## src/rtl/modulo_pkg.sv

```systemverilog
// Shared definitions for the modulo controller: ALU codes, FSM states and the
// registered control bundle with its per-state decode.
package modulo_pkg;

   localparam int ALU_W = 3;

   localparam logic [ALU_W-1:0] ALU_NOP = 3'd0;
   localparam logic [ALU_W-1:0] ALU_SUB = 3'd1;
   localparam logic [ALU_W-1:0] ALU_LTU = 3'd2;

   localparam int          DEF_ALU_LAT  = 2;
   localparam int          DEF_CNT_W    = 16;
   localparam int unsigned DEF_MAX_ITER = 32'h0000_FFFF;

   typedef enum logic [3:0] {
      IDLE,
      LOAD,
      INIT,
      CMP,
      CMP_WB,
      CHECK,
      SUB,
      SUB_WB,
      DONE,
      ERR
   } state_t;

   typedef struct packed {
      logic [ALU_W-1:0] alu_mode;
      logic             wren_update_zahlen;
      logic             wren_zahl1_to_erg;
      logic             wren_term_erg;
      logic             wren_res_to_erg;
      logic             erg_to_alu_a;
      logic             zahl2_to_alu_b;
      logic             check_for_termination;
      logic             busy;
      logic             done;
      logic             err;
   } ctrl_t;

   // Moore decode: every control depends on the state alone.
   function automatic ctrl_t ctrl_of(input state_t s);
      ctrl_t c;
      c          = '0;
      c.alu_mode = ALU_NOP;
      c.busy     = (s != IDLE);
      case (s)
         LOAD:   c.wren_update_zahlen = 1'b1;
         INIT:   c.wren_zahl1_to_erg  = 1'b1;
         CMP: begin
            c.alu_mode       = ALU_LTU;
            c.erg_to_alu_a   = 1'b1;
            c.zahl2_to_alu_b = 1'b1;
         end
         CMP_WB: c.wren_term_erg = 1'b1;
         CHECK:  c.check_for_termination = 1'b1;
         SUB: begin
            c.alu_mode       = ALU_SUB;
            c.erg_to_alu_a   = 1'b1;
            c.zahl2_to_alu_b = 1'b1;
         end
         SUB_WB: c.wren_res_to_erg = 1'b1;
         DONE:   c.done = 1'b1;
         ERR:    c.err  = 1'b1;
         default: ;
      endcase
      return c;
   endfunction

endpackage

```

## src/rtl/ctrl_modulo.sv

```systemverilog
// Controller for the repeated-subtraction modulo datapath: sequences operand
// load, compare, subtract and write-back, and counts iterations (quotient).
module ctrl_modulo
   import modulo_pkg::*;
#(
   parameter int          ALU_LAT  = DEF_ALU_LAT,
   parameter int unsigned MAX_ITER = DEF_MAX_ITER,
   parameter int          CNT_W    = DEF_CNT_W
) (
   input  logic             clk,
   input  logic             rst,
   input  logic             start_i,
   input  logic             valid_i,
   output logic [ALU_W-1:0] alu_mode_o,
   output logic             wren_update_zahlen_o,
   output logic             wren_zahl1_to_erg_o,
   output logic             wren_term_erg_o,
   output logic             wren_res_to_erg_o,
   output logic             erg_to_alu_a_o,
   output logic             zahl2_to_alu_b_o,
   output logic             check_for_termination_o,
   output logic             busy_o,
   output logic             done_o,
   output logic             err_o,
   output logic [CNT_W-1:0] iter_cnt_o
);

   localparam logic [2:0]       WAIT_INIT  = 3'(ALU_LAT - 1);
   localparam logic [CNT_W-1:0] MAX_ITER_C = CNT_W'(MAX_ITER);

   state_t           r_state;
   ctrl_t            r_ctrl;
   logic [2:0]       r_wait;
   logic [CNT_W-1:0] r_iter;
   state_t           w_state_nxt;
   logic             w_enter_wait;

   // NOTE: next state gets a default first so no path leaves it unassigned (no latch).
   always_comb begin
      w_state_nxt = r_state;
      case (r_state)
         IDLE:   if (start_i) w_state_nxt = LOAD;
         LOAD:   w_state_nxt = INIT;
         INIT:   w_state_nxt = CMP;
         CMP:    if (r_wait == '0) w_state_nxt = CMP_WB;
         CMP_WB: w_state_nxt = CHECK;
         CHECK: begin
            if (valid_i)                   w_state_nxt = DONE;
            else if (r_iter == MAX_ITER_C) w_state_nxt = ERR;
            else                           w_state_nxt = SUB;
         end
         SUB:    if (r_wait == '0) w_state_nxt = SUB_WB;
         SUB_WB: w_state_nxt = CMP;
         DONE:   w_state_nxt = IDLE;
         ERR:    w_state_nxt = IDLE;
         default: w_state_nxt = IDLE;
      endcase
   end

   assign w_enter_wait = (w_state_nxt != r_state) &&
                         ((w_state_nxt == CMP) || (w_state_nxt == SUB));

   // NOTE: controls are decoded from the next state so the registered outputs
   // line up with the state they belong to rather than lagging it by a cycle.
   always_ff @(posedge clk) begin
      if (rst) begin
         r_state <= IDLE;
         r_ctrl  <= '0;
         r_wait  <= '0;
         r_iter  <= '0;
      end else begin
         r_state <= w_state_nxt;
         r_ctrl  <= ctrl_of(w_state_nxt);

         // Wait counter spans ALU_LAT cycles of CMP or SUB.
         if (w_enter_wait)
            r_wait <= WAIT_INIT;
         else if (r_wait != '0)
            r_wait <= r_wait - 3'd1;

         if (r_state == IDLE && start_i)
            r_iter <= '0;
         else if (r_state == SUB_WB && r_iter != MAX_ITER_C)
            r_iter <= r_iter + CNT_W'(1);
      end
   end

   assign alu_mode_o              = r_ctrl.alu_mode;
   assign wren_update_zahlen_o    = r_ctrl.wren_update_zahlen;
   assign wren_zahl1_to_erg_o     = r_ctrl.wren_zahl1_to_erg;
   assign wren_term_erg_o         = r_ctrl.wren_term_erg;
   assign wren_res_to_erg_o       = r_ctrl.wren_res_to_erg;
   assign erg_to_alu_a_o          = r_ctrl.erg_to_alu_a;
   assign zahl2_to_alu_b_o        = r_ctrl.zahl2_to_alu_b;
   assign check_for_termination_o = r_ctrl.check_for_termination;
   assign busy_o                  = r_ctrl.busy;
   assign done_o                  = r_ctrl.done;
   assign err_o                   = r_ctrl.err;
   assign iter_cnt_o              = r_iter;

endmodule
```

## config.mk

```make
export PLATFORM = sky130hd
export DESIGN_NAME = ctrl_modulo
export DESIGN_NICKNAME = d
export VERILOG_FILES = /design/src/rtl/modulo_pkg.sv /design/src/rtl/ctrl_modulo.sv
export SDC_FILE = /design/constraint.sdc
export NUM_CORES = 1
export LEC_CHECK = 0
export CORE_MARGIN = 10
export CORE_UTILIZATION = 32
export DETAILED_ROUTE_END_ITERATION = 6
export PLACE_DENSITY = 0.61
export SLEW_MARGIN = 20
export SYNTH_ARGS = -nofsm -noshare
export SYNTH_HDL_FRONTEND = slang
export SYNTH_SLANG_ARGS = --single-unit
```

## constraint.sdc

```tcl
create_clock -name clk -period 2.5 [get_ports clk]
set_input_delay 0.375 -clock clk [delete_from_list [all_inputs] [get_ports clk]]
set_output_delay 0.375 -clock clk [all_outputs]
set_load 0.02 [all_outputs]
```

==> Yosys cells after proc, flatten, opt, wreduce, memory -nomap -nowiden <==
Cells that the tools add are included.
{ "classes": {"n_addsub": 2, "n_eq_ne": 19, "n_mux": 17, "n_reduce_logical": 13} }
{ "op_table": {"columns": ["op", "n"], "rows": [
  ["$eq 4x3->1 const B", 8],
  ["$pmux 4 s7", 1],
  ["$mux 4", 5],
  ["$add 16x1->16 const B", 1],
  ["$eq 16x16->1 const B", 1],
  ["$eq 4x2->1 const B", 4],
  ["$ne 16x16->1 const B", 1],
  ["$mux 1", 9],
  ["$eq 4x1->1 const B", 2],
  ["$eq 4x4->1 const B", 2],
  ["$reduce_or 2->1", 4],
  ["$logic_not 4->1", 1],
  ["$ne 4x4->1", 1],
  ["$pmux 2 s2", 1],
  ["$reduce_bool 4->1", 1],
  ["$logic_and 1x1->1", 3],
  ["$logic_not 3->1", 1],
  ["$reduce_bool 3->1", 1],
  ["$sub 3x1->3 const B", 1],
  ["$mux 2", 1],
  ["$reduce_bool 2->1", 1],
  ["$logic_or 1x1->1", 1]
]} }
{ "totals": {"register_bits": 36, "in_bits": 4, "out_inout_bits": 29, "wordCells": 66} }

==> Longest topological paths before layout <==
Gate-level depths: netlist of the first run.
{ "depth": {"depth_word": 8, "ltp_mapped": 8, "ltp_nobuf": 8} }

==> Least setup slack after synthesis of the first run <==
Ideal clock, no wire load.
{ "synth_path": {"path_kind": "flip-flop to flip-flop", "startpoint": "reg r_iter[0] (netlist: iter_cnt_o[0])", "endpoint": "reg r_wait[1]", "setup_time_ns": 0.103, "arrival_time_ns": 2.067, "t_required_ns": 2.397, "setup_slack_ns": 0.330, "path_stages_with_launch": 8, "path_buffers": 0, "period_less_slack_ns": 2.170, "path_cell_list": "dfxtp_1 > ha_1 > nand4_1 > or4_4 > and2_4 > a31oi_4 > a31oi_2 > a2111oi_2"} }
{ "synth_between": {"elab_chain_len": 8, "elab_cells_between_ends": 10, "classes_between": "eq/ne: 4; mux: 3; reduce/logical: 3"} }
{ "synth_rtl": {"columns": ["element", "line_no", "text"], "rows": [
  ["start, declared", "ctrl_modulo.sv:34", "logic [CNT_W-1:0] r_iter;"],
  ["start signal, assigned", "ctrl_modulo.sv:84", "r_iter <= r_iter + CNT_W'(1);"],
  ["$eq 16x16->1 (*)", "ctrl_modulo.sv:49", "else if (r_iter == MAX_ITER_C) w_state_nxt = ERR;"],
  ["$mux 4 (*)", "ctrl_modulo.sv:49", null],
  ["$mux 4 (*)", "ctrl_modulo.sv:48", "if (valid_i) w_state_nxt = DONE;"],
  ["$pmux 4 s7 (*)", "ctrl_modulo.sv:41", "case (r_state)"],
  ["$eq 4x2->1 / $eq 4x3->1 (equally long branches)", "ctrl_modulo.sv:61", "((w_state_nxt == CMP) || (w_state_nxt == SUB));"],
  ["$logic_or 1x1->1", "ctrl_modulo.sv:61", null],
  ["$logic_and 1x1->1 (*)", "ctrl_modulo.sv:60", "assign w_enter_wait = (w_state_nxt != r_state) &&"],
  ["$reduce_or 2->1 (no line) (*)", null, null],
  ["end signal, assigned", "ctrl_modulo.sv:79", "r_wait <= r_wait - 3'd1;"],
  ["end, declared", "ctrl_modulo.sv:33", "logic [2:0] r_wait;"]
]} }
Every way passes the cells marked *; elsewhere a longest branch is shown, timed or not.
A chain may end at the register's enable or synchronous reset.

==> Worst setup path after layout of the first run <==
Ends and elaborated chain as after synthesis.

==> results of run 1 <==
[per-layer routing]
layer	vias up	GRT usage (%)	part of all wire (%)
li1	703	-	-
met5	-	0	0
met2	28	14.5	45
met1	614	10.4	46
met4	0	3.92	1.2
met3	5	4.56	7.3
[final timing paths]
kind | startpoint | endpoint | slack [ps]
worst min-delay path | iter_cnt_o[1]$_SDFFE_PP0P_ | iter_cnt_o[1]$_SDFFE_PP0P_ | 540
worst max register to register | iter_cnt_o[0]$_SDFFE_PP0P_ | r_wait[1]$_SDFFE_PP0N_ | 300
worst min register to register | iter_cnt_o[1]$_SDFFE_PP0P_ | iter_cnt_o[1]$_SDFFE_PP0P_ | 540
worst max-delay path | iter_cnt_o[0]$_SDFFE_PP0P_ | r_wait[1]$_SDFFE_PP0N_ | 300
[final cells by class]
type / instances / area, sq um
sequential: 34 / 681
clock buffer: 5 / 68.8
inverter: 10 / 37.5
fill: 527 / 2890
tap: 70 / 87.6
timing repair buffer: 35 / 340
multi-input combinational: 135 / 867
clock inverter: 3 / 68.8
[tightest hold or removal path, cell delays in order (launching register included)]
cell	delay, ps
dfxtp_1	350
o21ai_0	80
a21oi_1	60
[power groups by stage]
stage                     clock [mW]  combinational [mW]  sequential [mW]
after floorplan                    0               0.325            0.638
after global placement             0               0.420            0.634
after detailed placement           0               0.419            0.634
after CTS                      0.634               0.422            0.621
after global routing           0.653               0.465            0.627
final                          0.616               0.417            0.621
[kinds of logic (layout without fill, tap and decap cells)]
logic type	Yosys count	after routing	synth area share (%)
and+or+nand+nor	91	91	29.4
DFF	34	34	41.4
AOI/OAI and AO/OA	24	24	12.3
buffers and inverters	16	53	5.79
xor gates and xnor gates	15	15	8.00
adders and majority gates	3	3	2.29
other	1	1	0.228
muxes	1	1	0.609
[through the flow]
step	utilization (%)	setup WS [ps]
global route	42.7	126
finish	42.7	295
detailed placement	39.9	307
CTS	42.7	270
global placement	39.9	312
floorplan	-	330
[cells in the mapped netlist, types with 3 or more instances]
cell type | n | area, sq um
a21oi_1 | 6 | 30.0
dfxtp_1 | 34 | 681
ha_1 | 3 | 37.5
inv_1 | 10 | 37.5
nand2_1 | 14 | 52.6
nand3_1 | 5 | 25.0
nand4_1 | 4 | 25.0
nor2_1 | 37 | 139
nor3_1 | 5 | 25.0
o21ai_0 | 6 | 30.0
or2b_2 | 3 | 26.3
xnor2_1 | 10 | 87.6
xor2_1 | 5 | 43.8
[state kept, by name, summed over array words and instances (netlist names)]
name / count
done_o: 1
wren_update_zahlen_o: 1
wren_term_erg_o: 1
check_for_termination_o: 1
erg_to_alu_a_o: 1
alu_mode_o: 2
iter_cnt_o: 16
wren_zahl1_to_erg_o: 1
r_state: 4
wren_res_to_erg_o: 1
err_o: 1
busy_o: 1
r_wait: 3
==> impl_metrics.env, run 1 <==
export IMPL_status="completed"
export IMPL_holdWs_ps=539
export IMPL_hold_buffers=0
export IMPL_cts_root_buf="clkbuf_8"
export IMPL_placed_area_sq_um=2010
export IMPL_worstPathCellList="ha_1 -> nand4_1 -> or4_4 -> and2_4 -> a31oi_4 -> a31oi_2 -> a2111oi_2"
export IMPL_postRouteAntennaNets=0
export IMPL_cp_max_fo=5
export IMPL_antenna_found_initial=0
export IMPL_firstDrtPassIters=4
export IMPL_cap_violations=0
export IMPL_worstPathRequired_ps=2700
export IMPL_insertion_delay_ps=290
export IMPL_overflow=0
export IMPL_die_area_sq_um=8400
export IMPL_grt_pass1_vias=1378
export IMPL_critPathMaxStageDelay_ps=570
export IMPL_fmax_mhz=454
export IMPL_fin_skew_ps=5.85
export IMPL_viasPerCell=4.62
export IMPL_drt_iter0_drc=82
export IMPL_diodes=0
export IMPL_p_int_mw=1.17
export IMPL_rows=26
export IMPL_grt_total_usage_pct=9.21
export IMPL_final_common_cell="nor2_1"
export IMPL_wl_mm=3.64
export IMPL_final_cell_mix="37 x nor2_1, 34 x dfxtp_1, 31 x clkdlybuf4s50_1, 14 x nand2_1"
export IMPL_synthToLayoutAreaGrowth_pct=30.9
export IMPL_cts_resized=0
export IMPL_finalNonFillerCells=292
export IMPL_numCtsBuffers=5
export IMPL_synth_area_sq_um=1640
export IMPL_core_sq_um=5040
export IMPL_htree_num_levels=2
export IMPL_crit_cells=7
export IMPL_ys_seq_area_share_pct=41.4
export IMPL_ir_drop_mv=0.340
export IMPL_hp_class="reg2reg"
export IMPL_io_pins=33
export IMPL_fin_total_pwr_mw=1.65
export IMPL_rsz0062_at_grt="false"
export IMPL_hold_depth=2
export IMPL_grt_start_max_net_pins=17
export IMPL_initial_core_util_pct=32.6
export IMPL_hold_viol_final=0
export IMPL_total_leakage_power_nw=0.774
export IMPL_path_buf_inv=0
export IMPL_yosysUniqueCellTypes=47
export IMPL_final_cell_area_sq_um=2150
export IMPL_slew_violations=0
export IMPL_portBuffers=31
export IMPL_min_period_ps=2200
export IMPL_synth_edff_count=0
export IMPL_worst_path_max_delay_cell="or4_4"
export IMPL_power_density_nw_per_um2=769
export IMPL_finalSetupViolations=0
export IMPL_crit_family="simple AND/OR/NAND/NOR gates"
export IMPL_ys_ff_latch=34
export IMPL_dpl_hpwl_mm=2.67
export IMPL_cts_sinks=34
export IMPL_syn_num_nets=192
export IMPL_post_route_period_util_pct=88.2
export IMPL_yosys_warnings=0
export IMPL_synth_ff_type="dfxtp_1"
export IMPL_grt_pass1_wl_mm=6.40
export IMPL_critPathLaunchType="flip-flop"
export IMPL_postCtsSetupBuffers=0
export IMPL_switchingPower_mw=0.480
export IMPL_drc=0
export IMPL_syn_area_per_cell_sq_um=8.88
export IMPL_die_h_um=91.7
export IMPL_synthArstFlopShare_pct=0
export IMPL_syn_inst=185
export IMPL_r2r_cells=7
export IMPL_cts_tree="yes"
export IMPL_clkTransAtPathRegs_ps=70
export IMPL_die_w_um=91.7
export IMPL_switching_share_pct=29.0
export IMPL_dpl_cell_count=284
export IMPL_fin_tns_setup_ps=0
export IMPL_vias=1350
export IMPL_layout_drive_gt1_share_pct=12.6
export IMPL_finalNetCount=228
export IMPL_arrival_ps=2400
export IMPL_cts_max_path_buffers=2
export IMPL_place_congestion=0.888
export IMPL_crit_type="reg2reg"
export IMPL_cp_end_kind="flip-flop"
export IMPL_pwr_share_clk_pct=37.2
export IMPL_avgRoutedWirePerCell_um=12.5
export IMPL_p_comb_share_pct=25.2
export IMPL_seq_power_share_pct=37.6
Note: power is estimated with default switching activity, not from simulation.
==> inputs of run 2 (changes only) <==
--- a/config.mk
+++ b/config.mk
@@ -5,9 +5,12 @@
 export SDC_FILE = /design/constraint.sdc
 export NUM_CORES = 1
 export LEC_CHECK = 0
+export CORE_ASPECT_RATIO = 2
 export CORE_MARGIN = 10
 export CORE_UTILIZATION = 32
 export DETAILED_ROUTE_END_ITERATION = 6
+export GPL_TIMING_DRIVEN = 0
+export MAX_ROUTING_LAYER = met4
 export PLACE_DENSITY = 0.61
 export SLEW_MARGIN = 20
 export SYNTH_ARGS = -nofsm -noshare
==> impl_metrics.env, run 2 (synthesis gave the netlist of run 1 again) <==
export IMPL_r2r_cells=8
export IMPL_clkTransAtPathRegs_ps=80
export IMPL_pwr_share_clk_pct=36.9
export IMPL_vias=1386
export IMPL_die_w_um=70.7
export IMPL_seq_power_share_pct=35.9
export IMPL_ir_drop_mv=0.569
export IMPL_worstPathRequired_ps=2700
export IMPL_switching_share_pct=29.4
export IMPL_arrival_ps=2460
export IMPL_portBuffers=31
export IMPL_finalNonFillerCells=281
export IMPL_finalSetupViolations=0
export IMPL_slew_violations=0
export IMPL_final_util_pct=44.2
export IMPL_grt_total_usage_pct=10.8
export IMPL_postCtsSetupBuffers=0
export IMPL_hold_depth=2
export IMPL_htree_num_levels=2
export IMPL_total_leakage_power_nw=0.803
export IMPL_rows=36
export IMPL_place_ws_ps=216
export IMPL_final_common_cell="nor2_1"
export IMPL_initial_core_util_pct=33.5
export IMPL_final_cell_area_sq_um=2170
export IMPL_status="completed"
export IMPL_firstDrtPassIters=4
export IMPL_grt_pass1_vias=1511
export IMPL_final_cell_mix="37 x nor2_1, 34 x dfxtp_1, 31 x clkdlybuf4s50_1, 14 x nand2_1"
export IMPL_cp_max_fo=7
export IMPL_cp_end_kind="flip-flop"
export IMPL_switchingPower_mw=0.495
export IMPL_die_h_um=121
export IMPL_post_route_period_util_pct=90.7
export IMPL_grt_start_max_net_pins=13
export IMPL_avgRoutedWirePerCell_um=14.9
export IMPL_p_int_mw=1.19
export IMPL_dpl_cell_count=273
export IMPL_io_pins=33
export IMPL_postLayoutSetupSlackWorst_ps=231
export IMPL_layout_drive_gt1_share_pct=12.9
export IMPL_numCtsBuffers=5
export IMPL_postRouteAntennaNets=0
export IMPL_cts_sinks=34
export IMPL_place_congestion=0.923
export IMPL_worstPathCellList="inv_1 -> ha_1 -> or2b_2 -> and2_1 -> a221oi_4 -> nand3b_1 -> a31oi_2 -> a2111oi_2"
export IMPL_fin_tns_setup_ps=0
export IMPL_synthToLayoutAreaGrowth_pct=32.1
export IMPL_min_period_ps=2270
export IMPL_critPathMaxStageDelay_ps=350
export IMPL_rsz0062_at_grt="false"
export IMPL_crit_type="reg2reg"
export IMPL_worst_path_max_delay_cell="or2b_2"
export IMPL_cts_root_buf="clkbuf_8"
export IMPL_overflow=0
export IMPL_grt_pass1_wl_mm=7.23
export IMPL_die_area_sq_um=8570
export IMPL_antenna_found_initial=0
export IMPL_worst_slew_pin_slew_ps=662
export IMPL_drt_iter0_drc=43
export IMPL_hp_class="reg2reg"
export IMPL_startpoint="r_wait[0]$_SDFFE_PP0P_"
export IMPL_power_density_nw_per_um2=776
export IMPL_finalNetCount=230
export IMPL_largest_register_ffs=16
export IMPL_fmax_mhz=441
export IMPL_wl_mm=4.20
export IMPL_insertion_delay_ps=300
export IMPL_dpl_hpwl_mm=3.20
export IMPL_diodes=0
export IMPL_hold_viol_final=0
export IMPL_critPathLaunchType="flip-flop"
export IMPL_p_comb_share_pct=27.1
export IMPL_cap_violations=0
export IMPL_cts_tree="yes"
export IMPL_fin_skew_ps=8.84
export IMPL_maxSlewHeadroom_pct=55.5
export IMPL_viasPerCell=4.93
export IMPL_timing_rr_start="r_wait[0]$_SDFFE_PP0P_"
export IMPL_min_from="iter_cnt_o[7]$_SDFFE_PP0P_"
export IMPL_drc=0
export IMPL_core_sq_um=4910
export IMPL_placed_area_sq_um=2020
export IMPL_cts_max_path_buffers=2
run 2: cell count changes in the layout (fill, tap and decap cells not counted), sizes merged:
cell / before / now
buf: 4 / 3
clkbuf: 5 / 8
run 2: metal layers:
layer,GRT usage (%),vias up,share of wire [%]
li1,-,699,-
met1,9.86,646,37
met2,19.0,31,57
met3,3.11,10,4.0
met4,6.57,0,2.6
met5,-,-,0
run 2: area by class of cell:
type                       count  area (sq um)
fill                         491          2740
multi-input combinational    135           876
sequential                    34           681
timing repair buffer          31           310
tap                           57          71.3
clock buffer                   5          68.8
clock inverter                 3          68.8
buffer                         6          57.6
inverter                      10          37.5
run 2: critical path: cells and delay by family (launching register included):
kind	cells	cell delay [ps]
compound gates	3	800
simple gates	3	750
buf+inv	1	110
flops	1	300
fa+ha+maj	1	200
run 2: power by group through the flow:
stage	combinational [mW]	sequential [mW]	clock, mW
2_1_floorplan	0.325	0.638	0
3_3_place_gp	0.456	0.617	0
3_5_place_dp	0.459	0.619	0
4_1_cts	0.461	0.606	0.639
5_1_grt	0.516	0.612	0.662
6_report	0.457	0.606	0.622
run 2: worst paths after layout:
path | slack, ps | endpoint
max reg2reg | 230 | r_wait[1]$_SDFFE_PP0N_
min reg2reg | 540 | iter_cnt_o[7]$_SDFFE_PP0P_
max | 230 | r_wait[1]$_SDFFE_PP0N_
min | 540 | iter_cnt_o[7]$_SDFFE_PP0P_
run 2: through the flow:
stage	hold slack (ps)	power, mW
after floorplan	514	0.963
after global placement	506	1.07
after detailed placement	519	1.08
after CTS	548	1.71
after global routing	571	1.79
final	542	1.69
run 2: repair_timing:
action                                  4_1_cts  5_1_grt
hold buffers                                  0        0
resized for setup                             0        1
endpoints found under the setup margin        0        4
==> inputs of run 3 (changes only) <==
--- a/config.mk
+++ b/config.mk
@@ -7,11 +7,12 @@
 export LEC_CHECK = 0
 export CORE_ASPECT_RATIO = 2
 export CORE_MARGIN = 10
-export CORE_UTILIZATION = 32
+export CORE_UTILIZATION = 50
 export DETAILED_ROUTE_END_ITERATION = 6
 export GPL_TIMING_DRIVEN = 0
 export MAX_ROUTING_LAYER = met4
-export PLACE_DENSITY = 0.61
+export PLACE_DENSITY = 0.85
+export SKIP_CTS_REPAIR_TIMING = 1
 export SLEW_MARGIN = 20
 export SYNTH_ARGS = -nofsm -noshare
 export SYNTH_HDL_FRONTEND = slang
==> impl_metrics.env, run 3 (synthesis gave the netlist of run 1 again) <==
export IMPL_status="completed"
export IMPL_cts_sinks=34
export IMPL_switching_share_pct=31.9
export IMPL_cts_root_buf="clkbuf_8"
export IMPL_fillers=243
export IMPL_hold_depth=2
export IMPL_portBuffers=31
export IMPL_largest_register_ffs=16
export IMPL_final_cell_area_sq_um=2100
export IMPL_seq_power_share_pct=40.9
export IMPL_grt_pass1_vias=1601
export IMPL_hold_viol_final=0
export IMPL_htree_num_levels=2
export IMPL_arrival_ps=2480
export IMPL_cp_end_kind="flip-flop"
export IMPL_rsz0062_at_grt="false"
export IMPL_die_area_sq_um=6120
export IMPL_slew_violations=0
export IMPL_diodes=0
export IMPL_min_period_ps=2290
export IMPL_crit_cells=7
export IMPL_globalRouteMet1Util_pct=12.2
export IMPL_place_ws_ps=136
export IMPL_worstPathCellList="ha_1 -> nand4_1 -> or4_4 -> and2_4 -> a31oi_4 -> a31oi_2 -> a2111oi_2"
export IMPL_grt_util_met3_pct=3.41
export IMPL_finalNetCount=230
export IMPL_ir_drop_mv=0.553
export IMPL_insertion_delay_ps=290
export IMPL_grt_start_max_net_pins=12
export IMPL_cap_violations=0
export IMPL_fmax_mhz=437
export IMPL_clkTransAtPathRegs_ps=70
export IMPL_hp_class="reg2reg"
export IMPL_grtUsageMet2_pct=27.6
export IMPL_post_route_period_util_pct=91.5
export IMPL_vias=1454
export IMPL_overflow=0
export IMPL_worstPathRequired_ps=2690
export IMPL_drt_iter0_drc=31
export IMPL_place_congestion=0.842
export IMPL_cts_max_path_buffers=2
export IMPL_grt_most_used_layer="met2"
export IMPL_drc=0
export IMPL_dpl_hpwl_mm=3.23
export IMPL_antenna_found_initial=0
export IMPL_fin_tns_setup_ps=0
export IMPL_finalNonFillerCells=255
export IMPL_crit_family="simple AND/OR/NAND/NOR gates"
export IMPL_numCtsBuffers=5
export IMPL_die_w_um=60.5
export IMPL_crit_type="reg2reg"
export IMPL_io_pins=33
export IMPL_die_h_um=101
export IMPL_postLayoutSetupSlackWorst_ps=213
export IMPL_firstDrtPassIters=4
export IMPL_maxSlewHeadroom_pct=49.0
export IMPL_power_density_nw_per_um2=708
export IMPL_synthToLayoutAreaGrowth_pct=27.6
export IMPL_dpl_cell_count=247
export IMPL_placed_area_sq_um=1990
export IMPL_switchingPower_mw=0.473
export IMPL_worst_slew_pin_slew_ps=757
export IMPL_rows=29
export IMPL_path_buf_inv=0
export IMPL_grt_total_usage_pct=15.0
export IMPL_viasPerCell=5.70
export IMPL_pwr_share_clk_pct=28.6
export IMPL_wl_mm=4.12
export IMPL_total_leakage_power_nw=0.782
export IMPL_avgRoutedWirePerCell_um=16.2
export IMPL_critPathLaunchType="flip-flop"
export IMPL_initial_core_util_pct=52.0
export IMPL_cts_tree="yes"
export IMPL_grt_pass1_wl_mm=6.89
export IMPL_fin_total_pwr_mw=1.48
export IMPL_finalSetupViolations=0
export IMPL_p_comb_share_pct=30.5
export IMPL_postRouteAntennaNets=0
export IMPL_core_sq_um=3160
export IMPL_final_common_cell="nor2_1"
export IMPL_layout_drive_gt1_share_pct=12.9
export IMPL_fin_skew_ps=4.80
export IMPL_final_util_pct=66.4
export IMPL_holdWs_ps=542
export IMPL_worst_path_max_delay_cell="or4_4"
export IMPL_p_int_mw=1.01
export IMPL_r2r_cells=7
export IMPL_cp_max_fo=5
export IMPL_final_cell_mix="37 x nor2_1, 34 x dfxtp_1, 31 x clkdlybuf4s50_1, 14 x nand2_1"
export IMPL_critPathMaxStageDelay_ps=570
==> run 3: worst paths after layout <==
check                                  start                endpoint  slack (ps)
setup reg to reg  iter_cnt_o[0]$_SDFFE_PP0P_  r_wait[1]$_SDFFE_PP0N_         210
hold reg to reg       r_wait[1]$_SDFFE_PP0N_  r_wait[1]$_SDFFE_PP0N_         540
setup / recovery  iter_cnt_o[0]$_SDFFE_PP0P_  r_wait[1]$_SDFFE_PP0N_         210
hold / removal        r_wait[1]$_SDFFE_PP0N_  r_wait[1]$_SDFFE_PP0N_         540
==> run 3: power groups by stage <==
stage,Clock (mW),Sequential (mW),Combinational [mW]
after CTS,0.429,0.607,0.459
after floorplan,0,0.638,0.325
after global routing,0.445,0.610,0.506
after detailed placement,0,0.620,0.457
final,0.425,0.606,0.453
after global placement,0,0.617,0.448
==> run 3: routing by layer <==
layer	share of wire, %	vias up	wire, um
met1	33	697	1350
met4	4.0	0	163
met3	3.7	12	153
li1	-	702	-
met5	0	-	0
met2	60	43	2460
==> run 3: area by class of cell <==
cell class / count / area, sq um / area share (%)
clock inverter: 2 / 12.5 / 0.597
inverter: 10 / 37.5 / 1.79
buffer: 6 / 57.6 / 2.75
clock buffer: 6 / 82.6 / 3.94
timing repair buffer: 31 / 310 / 14.8
tap: 31 / 38.8 / 1.85
multi-input combinational: 135 / 876 / 41.8
sequential: 34 / 681 / 32.5
==> run 3: tightest hold or removal path, delay by kind of cell (launching register included) <==
kind,cells,cell delay (ps)
DFF,1,310
AOI/OAI and AO/OA,1,60
and+or+nand+nor,1,130
